<file path="config.mk">
export PLATFORM = sky130hd
export DESIGN_NAME = rr_arbiter8
export DESIGN_NICKNAME = d
export VERILOG_FILES = /design/src/rtl/arb_pkg.sv /design/src/rtl/onehot8_to_idx.sv /design/src/rtl/rr_arbiter8.sv
export SDC_FILE = /design/constraint.sdc
export NUM_CORES = 1
export LEC_CHECK = 0
export CORE_MARGIN = 4
export CORE_UTILIZATION = 45
export CTS_BUF_LIST = sky130_fd_sc_hd__clkbuf_8
export DETAILED_ROUTE_END_ITERATION = 10
export PLACE_DENSITY = 0.8
export SYNTH_ARGS = -nofsm -noshare
export SYNTH_HDL_FRONTEND = slang
export SYNTH_HIERARCHICAL = 1
export SYNTH_SLANG_ARGS = --single-unit
export TNS_END_PERCENT = 10
</file>
<file path="constraint.sdc">
create_clock -name clk -period 3.1 [get_ports clk]
set_input_delay 0.31 -clock clk [delete_from_list [all_inputs] [get_ports clk]]
set_output_delay 0.31 -clock clk [all_outputs]
set_load 0.02 [all_outputs]
</file>
<file path="src/rtl/arb_pkg.sv">
// Shared constants and state type for the 8-way round-robin arbiter.
package arb_pkg;

  localparam int N_REQ        = 8;
  localparam int IDX_W        = 3;
  localparam int MAX_HOLD_DEF = 16;

  typedef enum logic {
    IDLE,
    GRANT
  } arb_state_t;

endpackage

</file>
<file path="src/rtl/onehot8_to_idx.sv">
// One-hot (or zero) 8-bit vector to 3-bit binary index.
module onehot8_to_idx
  import arb_pkg::*;
(
  input  logic [N_REQ-1:0] oh,
  output logic [IDX_W-1:0] idx
);

  assign idx[0] = oh[1] | oh[3] | oh[5] | oh[7];
  assign idx[1] = oh[2] | oh[3] | oh[6] | oh[7];
  assign idx[2] = oh[4] | oh[5] | oh[6] | oh[7];

endmodule

</file>
<file path="src/rtl/rr_arbiter8.sv">
// 8-requester round-robin arbiter with enable and hold timeout.
module rr_arbiter8
  import arb_pkg::*;
#(
  parameter int MAX_HOLD = MAX_HOLD_DEF
) (
  input  logic             clk,
  input  logic             rst_n,
  input  logic             en,
  input  logic [N_REQ-1:0] req,
  output logic [N_REQ-1:0] gnt,
  output logic [IDX_W-1:0] gnt_idx,
  output logic             gnt_valid,
  output logic             timeout
);

  localparam logic [7:0] HOLD_LAST = 8'(MAX_HOLD - 1);

  arb_state_t       state;
  logic [IDX_W-1:0] ptr;
  logic [7:0]       hold_cnt;

  logic [2*N_REQ-1:0] req_dbl;
  logic [N_REQ-1:0]   rot;
  logic [N_REQ-1:0]   rot_oh;
  logic [2*N_REQ-1:0] win_dbl;
  logic [N_REQ-1:0]   win_oh;
  logic [IDX_W-1:0]   win_idx;
  logic               owner_req;

  // Rotate so ptr sits at bit 0, take lowest set bit, rotate back.
  assign req_dbl = {req, req} >> ptr;
  assign rot     = req_dbl[N_REQ-1:0];
  assign rot_oh  = rot & (~rot + 8'd1);
  assign win_dbl = {rot_oh, rot_oh} << ptr;
  assign win_oh  = win_dbl[2*N_REQ-1:N_REQ];

  onehot8_to_idx u_idx (
    .oh  (win_oh),
    .idx (win_idx)
  );

  assign owner_req = req[gnt_idx];

  always_ff @(posedge clk or negedge rst_n) begin
    if (!rst_n) begin
      state     <= IDLE;
      ptr       <= '0;
      hold_cnt  <= '0;
      gnt       <= '0;
      gnt_idx   <= '0;
      gnt_valid <= 1'b0;
      timeout   <= 1'b0;
    end else begin
      timeout <= 1'b0;
      unique case (state)
        IDLE: begin
          if (en && |req) begin
            state     <= GRANT;
            gnt       <= win_oh;
            gnt_idx   <= win_idx;
            gnt_valid <= 1'b1;
            hold_cnt  <= '0;
          end
        end
        GRANT: begin
          if (!owner_req || hold_cnt == HOLD_LAST) begin
            state     <= IDLE;
            gnt       <= '0;
            gnt_valid <= 1'b0;
            ptr       <= gnt_idx + 3'd1;
            hold_cnt  <= '0;
            timeout   <= owner_req;
          end else begin
            hold_cnt <= hold_cnt + 8'd1;
          end
        end
        default: state <= IDLE;
      endcase
    end
  end

endmodule

</file>
* After elaboration in Yosys (flattened, before gate mapping)
Cells that the tools add are included.
** Storage, ports and cells
- Register bits :: 25
- Input bits :: 11
- Word-level logic and storage cells :: 51
** Cells by class
- Add/subtract/negate cells :: 3
- Order comparisons :: 1
- Equal/unequal tests :: 3
- Shift operators :: 2
- Mux-type cells :: 16
- Bitwise operators :: 12
- Reductions and logical operators :: 7
** Operators with widths (count)
- 8-bit 2-to-1 mux :: 4
- 8-bit one-hot mux with 2 select lines :: 2
- 8-bit by 1-bit adder with 8-bit output, second input constant :: 2
- 16-bit by 3-bit left shift with 16-bit output :: 1
- 16-bit by 3-bit right shift with 8-bit output :: 1
- 1-bit OR :: 9
- 8-bit AND :: 1
- 8-bit by 4-bit == test with 1-bit output, second input constant :: 1
- 8-bit NOT :: 1
- 8-bit OR reduction :: 1
- 1-bit 2-to-1 mux :: 7
- 2-bit AND reduction :: 3
- 3-bit by 4-bit less-than comparator with 1-bit output, second input constant :: 1
- 1-bit one-hot mux with 2 select lines :: 2
- 3-bit by 1-bit adder with 3-bit output, second input constant :: 1
- 1-bit binary-select mux with 3-bit select :: 1
- 2-bit by 1-bit inequality test with 1-bit output, second input constant :: 1
- 2-bit inequality test, second input constant :: 1
- 1-bit logical AND :: 1
- 1-bit zero test :: 1
- 1-bit logical OR :: 1
- 1-bit NOT :: 1

* Logic depth before layout (Yosys ltp)
Gate-level depths: netlist of run 1.
- Depth after elaboration :: 8
- Mapped depth :: 10
- Mapped depth without buffers :: 8

* Modules after synthesis
Netlist of run 1, hierarchy kept.
** By module, submodules not included
- rr_arbiter8 :: instances 1, cells each 217, area each 2024.4 um^2, sequential area each 625.6 um^2
- onehot8_to_idx :: instances 1, cells each 3, area each 22.5 um^2, sequential area each 0.0 um^2

* Least setup slack after synthesis of run 1
No wires, ideal clock.
- Kind :: flip-flop to flip-flop
- Start point :: register ptr[0]
- End point :: register gnt_idx[2]
- Setup time :: 0.125 ns
- Data arrival time :: 2.787 ns
- Required time :: 2.975 ns
- Path slack :: 0.188 ns
- Stages on the path, launching flop included :: 10
- Buffers on the path :: 1
- Cells stage by stage :: dfrtp_1 > clkbuf_8 > or3b_2 > o2111a_1 > a22oi_1 > nor2_1 > o221a_2 > mux2_2 > or4_1 > mux2_2
** Between the ends
- Longest elaborated chain between the ends :: 8
** Ends and longest elaborated chain
- start: declaration :: RTL line rr_arbiter8.sv:20 : logic [IDX_W-1:0] ptr;
- start signal: assignment :: RTL line rr_arbiter8.sv:71 : ptr <= gnt_idx + 3'd1;
- 16-bit by 3-bit right shift with 8-bit output :: RTL line rr_arbiter8.sv:32 : assign req_dbl = {req, req} >> ptr;
- 8-bit NOT :: RTL line rr_arbiter8.sv:34 : assign rot_oh = rot & (~rot + 8'd1);
- 8-bit by 1-bit adder with 8-bit output :: RTL line rr_arbiter8.sv:34
- 8-bit AND :: RTL line rr_arbiter8.sv:34
- 16-bit by 3-bit left shift with 16-bit output * :: RTL line rr_arbiter8.sv:35 : assign win_dbl = {rot_oh, rot_oh} << ptr;
- net win_dbl[12] :: RTL line rr_arbiter8.sv:26 : logic [2*N_REQ-1:0] win_dbl;
- 1-bit OR * (3 in a row) :: RTL line onehot8_to_idx.sv:11 : assign idx[2] = oh[4] | oh[5] | oh[6] | oh[7];
- net win_idx[2] :: RTL line rr_arbiter8.sv:28 : logic [IDX_W-1:0] win_idx;
- end signal: assignment :: RTL line rr_arbiter8.sv:61 : gnt_idx <= win_idx;
- end: declaration :: RTL line rr_arbiter8.sv:12 : output logic [IDX_W-1:0] gnt_idx,
Mark *: on every way through the listed nets, which the timed path passes. The rest lies on a longest branch.
A chain may end at the register's enable or synchronous reset.

* Worst setup path in the final report of run 1
- Start point :: input req[4]
- End point :: register gnt_idx[2]
** Between the ends
- Longest elaborated chain between the ends :: 8
** Ends and longest elaborated chain
- start: declaration :: RTL line rr_arbiter8.sv:10 : input logic [N_REQ-1:0] req,
- 16-bit by 3-bit right shift with 8-bit output * :: RTL line rr_arbiter8.sv:32
- 8-bit NOT :: RTL line rr_arbiter8.sv:34
- 8-bit by 1-bit adder with 8-bit output :: RTL line rr_arbiter8.sv:34
- 8-bit AND * :: RTL line rr_arbiter8.sv:34
- 16-bit by 3-bit left shift with 16-bit output * :: RTL line rr_arbiter8.sv:35
- net win_dbl[12] :: RTL line rr_arbiter8.sv:26
- 1-bit OR * (3 in a row) :: RTL line onehot8_to_idx.sv:11
- net win_idx[2] :: RTL line rr_arbiter8.sv:28
Marks and branches as above.

==> results.yml, run 1 <==
run_status:
  status: "complete, no violations"
drt:
  vias: 1950
  remaining_drc_errors: 0
  vias_per_cell: 6.230
  drtIter0Drc: 197
  drt-total-wl_mm: 5.139
  wl_per_cell_um: 16.42
  first_pass_iters: 4
  antenna_left: 0
clock_tree:
  clkLatencyLatePin_ns: 0.28
  cts_tree: "done"
  cts-root-buf: "clkbuf_8"
  clk_pin_slew_ns: 0.10
  ctsResizeCount: 0
  cts_hold_buf: 0
  cts.path.max_buffers: 2
  post-cts-setup-buffers: 0
  cts_buffers: 3
  htreeDepth: 1
  cts_sinks: 25
placement:
  gp_congestion: 0.9055
  io_buffers: 23
  place.detailed.hpwl_mm: 3.900
  dp_cells: 309
worst_setup_path:
  rr_endpoint: "gnt_idx[2]"
  reg2regPathDepth: 10
  cp_data_required_time_ns: 3.28
  reg2reg_slack_ns: 0.22
  cp.arrival_ns: 3.07
  end_kind: "flop"
  crit_type: "in -> reg"
  crit_path_max_fanout: 5
  crit-reg2reg-launch: "ptr[1]"
  startpoint_type: "primary input"
timing:
  rsz0062_at_grt: "no"
  min_period_over_period_pct: 93.08
  worst_slew_pin_slew_ns: 0.5596
  timing.final.crit_period_ns: 2.885
  whs_ns: 0.3809
  finalHoldViolCount: 0
  fmax_mhz: 346.6
  slew_headroom_pct: 62.62
  finClkSkew_ns: 0.01191
  setup_viol: 0
  fin_tns_setup_ns: 0
  drv_slew: 0
job:
  cap_violations: 0
power_and_ir_drop:
  peakVddDrop_mv: 0.4543
  p_leak_nw: 1.047
  report.power.total_w: 0.002340
  power_density_nw_per_um2: 947.1
cells_and_area:
  register_area_um2: 626.9
  fin_nets: 275
  fill_cells: 390
  syn_to_final_growth_pct: 21.39
  final_cells: 313
  utilization_pct: 56.75
  antennaDiodeCount: 0
  multiInputGateArea_um2: 1285
  drive_gt1_share_pct: 23.75
min_path:
  hp-class: "in -> async"
grt:
  grt_util_all_layers_pct: 19.85
  antenna_found_initial: 0
  grt_max_degree: 26
  grt_pass1_vias: 1800
  grt_pass1_wl_mm: 8.611
  grt.overflow.total: 0
logic_synthesis:
  yosysWarnings: 6
  syn_area_um2: 2036
  synth_cells: 219
  syn_area_per_cell_um2: 9.295
  syn_nets: 232
floorplanning:
  initial_utilization_pct: 46.75
  die_w_um: 75.26
  die_h_um: 75.26
  design.core.area_um2: 4354
  num_rows: 24
  ios: 24
  design.die.area_um2: 5664
-- worst max path at each step --
stage	from	to	slack, ns	depth (start not counted)
finish	req[4]	gnt_idx[2]	0.21	10
global route	req[4]	gnt_idx[2]	0.02	10
CTS	ptr[2]	gnt_idx[2]	0.19	7
global placement	req[4]	gnt_idx[2]	-0.05	10
floorplan	ptr[0]	gnt_idx[2]	0.20	9
detailed placement	req[4]	gnt_idx[2]	-0.07	10
-- layout by cell type (no fill, tap or decap), types with 3 or more instances in the layout --
| cell | count |
|---|---|
| mux2i_1 | 7 |
| a22o_1 | 3 |
| or4_1 | 5 |
| and3_1 | 3 |
| mux2_2 | 16 |
| clkdlybuf4s50_1 | 23 |
| clkbuf_8 | 3 |
| mux4_2 | 5 |
| nor3_1 | 3 |
| nor3b_1 | 5 |
| o22ai_1 | 3 |
| nand2_1 | 20 |
| nand4_1 | 3 |
| nor2_1 | 24 |
| buf_4 | 26 |
| a22oi_1 | 3 |
| nor2b_1 | 7 |
| o21ai_0 | 17 |
| dfrtp_1 | 24 |
| a21oi_1 | 7 |
| and2_1 | 3 |
| inv_1 | 4 |
| nand3_1 | 7 |
-- per-stage QoR --
stage / setup slack (ns) / cell area (um^2)
global route: 0.01656 / 2471
global placement: -0.05112 / 2420
detailed placement: -0.06715 / 2420
finish: 0.2145 / 2471
CTS: 0.1889 / 2470
floorplan: 0.1968 / 2036
-- metal layers --
metal	track usage, %	part of all wire (%)	routed length (um)	vias up
met3	4.673	7.3	376	9
met1	27.98	44	2244	942
met5	0	0	0	-
met4	6.408	1.5	78	0
li1	-	-	-	920
met2	30.17	47	2439	79
-- worst max-delay path, stage by stage --
cell	delay [ns]
clkdlybuf4s50_1	0.47
or3b_2	0.44
o2111a_1	0.17
a22oi_1	0.19
buf_4	0.16
nor2_1	0.06
o221a_2	0.28
mux2_2	0.25
or4_1	0.47
mux2_2	0.27
-- flip-flops by register name (all words and copies together), names as in the netlist --
register and cells:
gnt 8, hold_cnt 8, gnt_idx 3, ptr 3
gnt_valid 1, state 1, timeout 1
-- where the power goes --
group | internal [W] | switching [W]
logic | 0.000754 | 0.000810
registers | 0.000430 | 0.000137
clock network | 0.0000945 | 0.000115
-- final cells by class --
class | count | share of cell area, %
inverter | 5 | 0.7595
timing repair buffer | 49 | 17.22
clock inverter | 1 | 0.3544
sequential | 25 | 25.37
multi-input combinational | 178 | 52.00
tap | 52 | 2.633
clock buffer | 3 | 1.671
Power figures use the tool's default switching activity.
==> inputs of run 2 (changes only) <==
Settings changed: ABC_AREA set to 1.
==> run 2 against run 1 <==
Against the previous run: register-to-register slack gained 0.36 ns; flip-flop and latch count is the same; clock skew shrank 0.010 ns; critical path type is now reg -> reg; largest cell class unchanged.
==> results.yml, run 2 <==
grt:
  grtUsageMet1_pct: 22.93
  antenna_found_initial: 0
  grt_max_degree: 26
  grt_pass1_wl_mm: 7.935
  top_usage_layer: "met2"
  grt.overflow.total: 0
  grt_util_all_layers_pct: 18.13
  globalRouteMet2Util_pct: 30.41
  grt_util_met3_pct: 2.432
  grt_pass1_vias: 1875
worst_setup_path:
  critPathBufInv: 2
  cp_data_required_time_ns: 3.23
  crit-reg2reg-launch: "ptr[1]"
  end_kind: "flop"
  cp_cell_sequence: "inv_4 -> nand3_1 -> nand2_1 -> nand2_1 -> nand2_1 -> inv_2 -> nor2_8 -> nand3_1 -> nand3_1 -> nand2_1 -> nand2_1 -> and2_1 -> nor2_1 -> nand2_1 -> nand2_1 -> o21ai_0"
  crit_cells: 16
  crit_path_top_delay_cell: "dfrtp_1"
  rr_endpoint: "gnt_idx[0]"
  startpoint_type: "flop"
  reg2regPathDepth: 16
  cp.arrival_ns: 2.65
  crit_family: "simple AND/OR/NAND/NOR gates"
  reg2reg_slack_ns: 0.58
  crit_path_max_fanout: 17
  endpoint: "gnt_idx[0]"
  critPathLaunch: "ptr[1]"
  crit_top_cell: "nand2_1"
  critPathMaxStageDelay_ns: 0.74
  crit_type: "reg -> reg"
power_and_ir_drop:
  clkPwrFrac_pct: 8.1
  report.power.total_w: 0.002394
  power_frac_comb_pct: 68.4
  power_switching_w: 0.001298
  seqPwrFrac_pct: 23.5
  p_int_w: 0.001096
  peakVddDrop_mv: 0.4237
  switching_share_pct: 54.21
  p_leak_nw: 1.119
  power_density_nw_per_um2: 1063
floorplanning:
  design.die.area_um2: 5477
  design.core.area_um2: 4115
  die_w_um: 74.01
  ios: 24
  initial_utilization_pct: 47.64
  num_rows: 23
  die_h_um: 74.01
timing:
  min_period_over_period_pct: 81.40
  slew_headroom_pct: 43.44
  finClkSkew_ns: 0.001573
  timing.final.crit_period_ns: 2.523
  fin_tns_setup_ns: 0
  setup_viol: 0
  rsz0062_at_grt: "no"
  finalHoldViolCount: 0
  worst_slew_pin_slew_ns: 0.8454
  drv_slew: 0
  fmax_mhz: 396.3
cells_and_area:
  fill_cells: 382
  final_cell_mix: "108 x nand2_1, 55 x nand3_1, 25 x dfrtp_1"
  multiInputGateArea_um2: 1181
  top_regs: "gnt (8), hold_cnt (8)"
  syn_to_final_growth_pct: 14.87
  fin_nets: 333
  register_area_um2: 625.6
  antennaDiodeCount: 0
  final_common_cell: "nand2_1"
  drive_gt1_share_pct: 9.718
clock_tree:
  cts.path.max_buffers: 2
  clkLatencyLatePin_ns: 0.27
  cts_tree: "done"
  ctsResizeCount: 0
  htreeDepth: 1
  post-cts-setup-buffers: 0
  cts_sinks: 25
  cts_hold_buf: 0
  cts_buffers: 3
  cts-root-buf: "clkbuf_8"
  clk_pin_slew_ns: 0.09
drt:
  remaining_drc_errors: 0
  drt-total-wl_mm: 4.625
  vias_per_cell: 5.444
  drtIter0Drc: 205
  vias: 2009
  antenna_left: 0
  wl_per_cell_um: 12.53
  first_pass_iters: 4
logic_synthesis:
  synth_cells: 299
  syn_area_um2: 1961
  yosysWarnings: 6
  syn_area_per_cell_um2: 6.557
  syn_nets: 312
run_status:
  status: "complete, no violations"
min_path:
  hp-class: "in -> async"
job:
  cap_violations: 0
placement:
  gp_congestion: 0.9092
  place.detailed.hpwl_mm: 3.534
  io_buffers: 23
==> run 2: worst min path at each step <==
| stage | startpoint | end | slack, ns | cells past startpoint |
|---|---|---|---|---|
| after floorplan | rst_n | gnt[0] | 0.01 | 0 |
| after global placement | gnt[6] | gnt[6] | 0.47 | 2 |
| after detailed placement | gnt[0] | gnt[0] | 0.47 | 2 |
| after CTS | rst_n | gnt_idx[0] | 0.40 | 2 |
| after global routing | rst_n | gnt_idx[0] | 0.41 | 2 |
| final | rst_n | gnt[0] | 0.38 | 2 |
==> run 2: routing by layer <==
layer  vias to the layer above  wire [um]
met1                       930       2005
met2                        54       2296
li1                       1016          -
met5                         -          0
met3                         9        239
met4                         0         82
==> run 2: metrics by stage <==
stage | cells | hold slack, ns | worst slack (ns) | instance area, um^2 | utilization, %
detailed placement | 365 | 0.4693 | 0.5811 | 2206 | 53.60
global placement | 365 | 0.4678 | 0.6086 | 2206 | 53.60
global route | 369 | 0.4139 | 0.3103 | 2252 | 54.73
finish | 369 | 0.3844 | 0.5766 | 2252 | 54.73
floorplan | 299 | 0.01441 | 1.186 | 1961 | -
CTS | 369 | 0.3994 | 0.5828 | 2252 | 54.73
==> run 2: final cells by class <==
type / count / share of cell area (%)
Tap cell: 50 / 2.778
Multi-Input combinational cell: 243 / 52.44
Clock buffer: 3 / 1.833
Sequential cell: 25 / 27.78
Timing Repair Buffer: 26 / 11.22
Inverter: 21 / 3.722
Clock inverter: 1 / 0.2222
==> run 2: power by group through the flow <==
stage / Sequential [W] / Clock (W) / Combinational, W
after floorplan: 0.000578 / 0 / 0.00124
after global placement: 0.000564 / 0 / 0.00159
after detailed placement: 0.000567 / 0 / 0.00162
after CTS: 0.000562 / 0.000199 / 0.00164
after global routing: 0.000580 / 0.000210 / 0.00185
final: 0.000562 / 0.000195 / 0.00164
==> inputs of run 3 (changes only) <==
Settings changed: PLACE_DENSITY 0.8 to 0.78.
Clock period 3.1 ns to 2.36 ns, I/O delays scaled along.
==> run 3 against run 2 <==
Against the previous run: register-to-register slack worse by 0.37 ns; worst hold slack worse by 0.064 ns; critical path depth is 1 higher; global-route usage is 0.24 points higher; clock power is 27% higher; fmax is 17% higher; power is 39% higher; clock skew is 0.0049 ns higher; sequential share of layout area is 1.3 points lower; critical path type unchanged; highest routed layer unchanged.
==> results.yml, run 3 (synthesis gave the netlist of run 2 again) <==
worst_setup_path:
  reg2reg_slack_ns: 0.21
  endpoint: "gnt_idx[1]"
  critPathBufInv: 1
  cp_data_required_time_ns: 2.57
  critPathMaxStageDelay_ns: 0.48
  startpoint_type: "flop"
  crit_path_top_delay_cell: "dfrtp_2"
  end_kind: "flop"
  critPathLaunch: "ptr[0]"
  cp.arrival_ns: 2.37
  crit_top_cell: "nand2_1"
  crit_type: "reg -> reg"
  crit_path_max_fanout: 6
  crit_family: "simple AND/OR/NAND/NOR gates"
  rr_endpoint: "gnt_idx[1]"
  crit_cells: 17
  cp_cell_sequence: "buf_6 -> nand2_1 -> nand3_1 -> nand2_1 -> nand2_1 -> nand2_2 -> nand2_2 -> nor2_1 -> nand3_1 -> nand2_1 -> nand2_1 -> nand3_1 -> and2_1 -> nor2_2 -> nand2_1 -> nand2_1 -> nand2_1"
  crit-reg2reg-launch: "ptr[0]"
  reg2regPathDepth: 17
cells_and_area:
  syn_to_final_growth_pct: 21.19
  fin_nets: 343
  drive_gt1_share_pct: 15.50
  utilization_pct: 57.74
  final_cells: 379
  final_common_cell: "nand2_1"
  top_regs: "gnt (8), hold_cnt (8)"
  final_cell_mix: "106 x nand2_1, 51 x nand3_1, 23 x dfrtp_1, 23 x clkdlybuf4s50_1"
  antennaDiodeCount: 0
grt:
  grt_util_all_layers_pct: 18.36
  grt.overflow.total: 0
  antenna_found_initial: 0
  grt_max_degree: 26
  grt_pass1_vias: 1872
  grt_pass1_wl_mm: 8.093
drt:
  antenna_left: 0
  remaining_drc_errors: 0
  drtIter0Drc: 210
  vias_per_cell: 5.277
  drt-total-wl_mm: 4.781
  first_pass_iters: 4
  vias: 2000
  wl_per_cell_um: 12.61
placement:
  place.detailed.hpwl_mm: 3.555
  gp_congestion: 0.8266
  io_buffers: 23
  dp_cells: 371
clock_tree:
  cts.path.max_buffers: 2
  cts_sinks: 25
  cts_buffers: 3
  htreeDepth: 1
  cts-root-buf: "clkbuf_8"
  clkLatencyLatePin_ns: 0.27
  clk_pin_slew_ns: 0.09
  cts_tree: "done"
timing:
  fmax_mhz: 464.3
  timing.final.crit_period_ns: 2.154
  drv_slew: 0
  min_period_over_period_pct: 91.26
  finalHoldViolCount: 0
  finClkSkew_ns: 0.006447
  slew_headroom_pct: 76.54
  setup_viol: 0
  whs_ns: 0.3204
  worst_slew_pin_slew_ns: 0.3486
floorplanning:
  design.core.area_um2: 4115
  die_w_um: 74.01
  design.die.area_um2: 5477
  initial_utilization_pct: 47.64
  ios: 24
  die_h_um: 74.01
  num_rows: 23
run_status:
  status: "complete, no violations"
power_and_ir_drop:
  seqPwrFrac_pct: 21.3
  p_leak_nw: 1.173
  peakVddDrop_mv: 0.7465
  switching_share_pct: 53.44
  power_frac_comb_pct: 71.4
  clkPwrFrac_pct: 7.4
  power_switching_w: 0.001784
  power_density_nw_per_um2: 1405
  report.power.total_w: 0.003339
  p_int_w: 0.001555
min_path:
  hp-class: "in -> async"
job:
  cap_violations: 0
## run 3: cell types whose count changed in the layout (fill, tap and decap cells not counted), moves of 2 or more
cell,previous run,this run
nand2_2,10,12
nor2_2,2,4
buf_4,3,11
inv_4,2,0
dfrtp_2,0,2
nand3_1,55,51
nor2_1,18,16
dfrtp_1,25,23
nand3_2,2,6
nand2_1,108,106
## run 3: worst min path at each step
stage	startpoint	cells past startpoint	slack [ns]	to
2_1_floorplan	rst_n	0	-0.06	gnt[0]
3_3_place_gp	gnt[5]	2	0.47	gnt[5]
3_5_place_dp	gnt[2]	2	0.46	gnt[2]
4_1_cts	rst_n	2	0.33	gnt[7]
5_1_grt	rst_n	2	0.35	gnt_idx[2]
6_report	rst_n	2	0.32	gnt[7]
## run 3: through the flow
stage               worst slack [ns]  setup TNS, ns  area, um^2
finish                        0.2062              0        2376
global route                -0.01164       -0.01993        2376
CTS                          0.05205              0        2296
detailed placement         0.0004461              0        2251
global placement             0.03261              0        2251
floorplan                     0.4455              0        1961
## run 3: worst register-to-register path: cells and delay by family (launching register included)
kind	cells	cell delay, ns
flops	1	0.48
simple gates	16	1.46
buf+inv	1	0.16
## run 3: final cells by class
type                            instances  area (um^2)
Clock buffer                            3        41.29
Clock inverter                          1        3.754
Fill cell                             387         1739
Inverter                               21        91.34
Multi-Input combinational cell        244         1225
Sequential cell                        25        628.1
Tap cell                               50        62.56
Timing Repair Buffer                   35        324.1
## run 3: repair_timing
action,4_1_cts,5_1_grt
resized for setup,0,18
hold buffers,0,0
setup endpoints to repair,0,3
setup buffers,0,3
## run 3: per-layer routing
layer | part of all wire, % | GRT usage, % | wire length [um] | up-vias
met5 | 0 | 0 | 0 | -
met4 | 1.2 | 6.036 | 55 | 0
met3 | 3.6 | 2.432 | 171 | 7
met2 | 53 | 31.59 | 2540 | 37
met1 | 42 | 23.82 | 2013 | 923
li1 | - | - | - | 1033
## run 3: power groups by stage
stage | combinational [W] | clock (W) | sequential [W]
final | 0.00238 | 0.000247 | 0.000710
after global routing | 0.00271 | 0.000273 | 0.000729
after CTS | 0.00219 | 0.000254 | 0.000722
after detailed placement | 0.00217 | 0 | 0.000730
after global placement | 0.00213 | 0 | 0.000728
after floorplan | 0.00163 | 0 | 0.000759
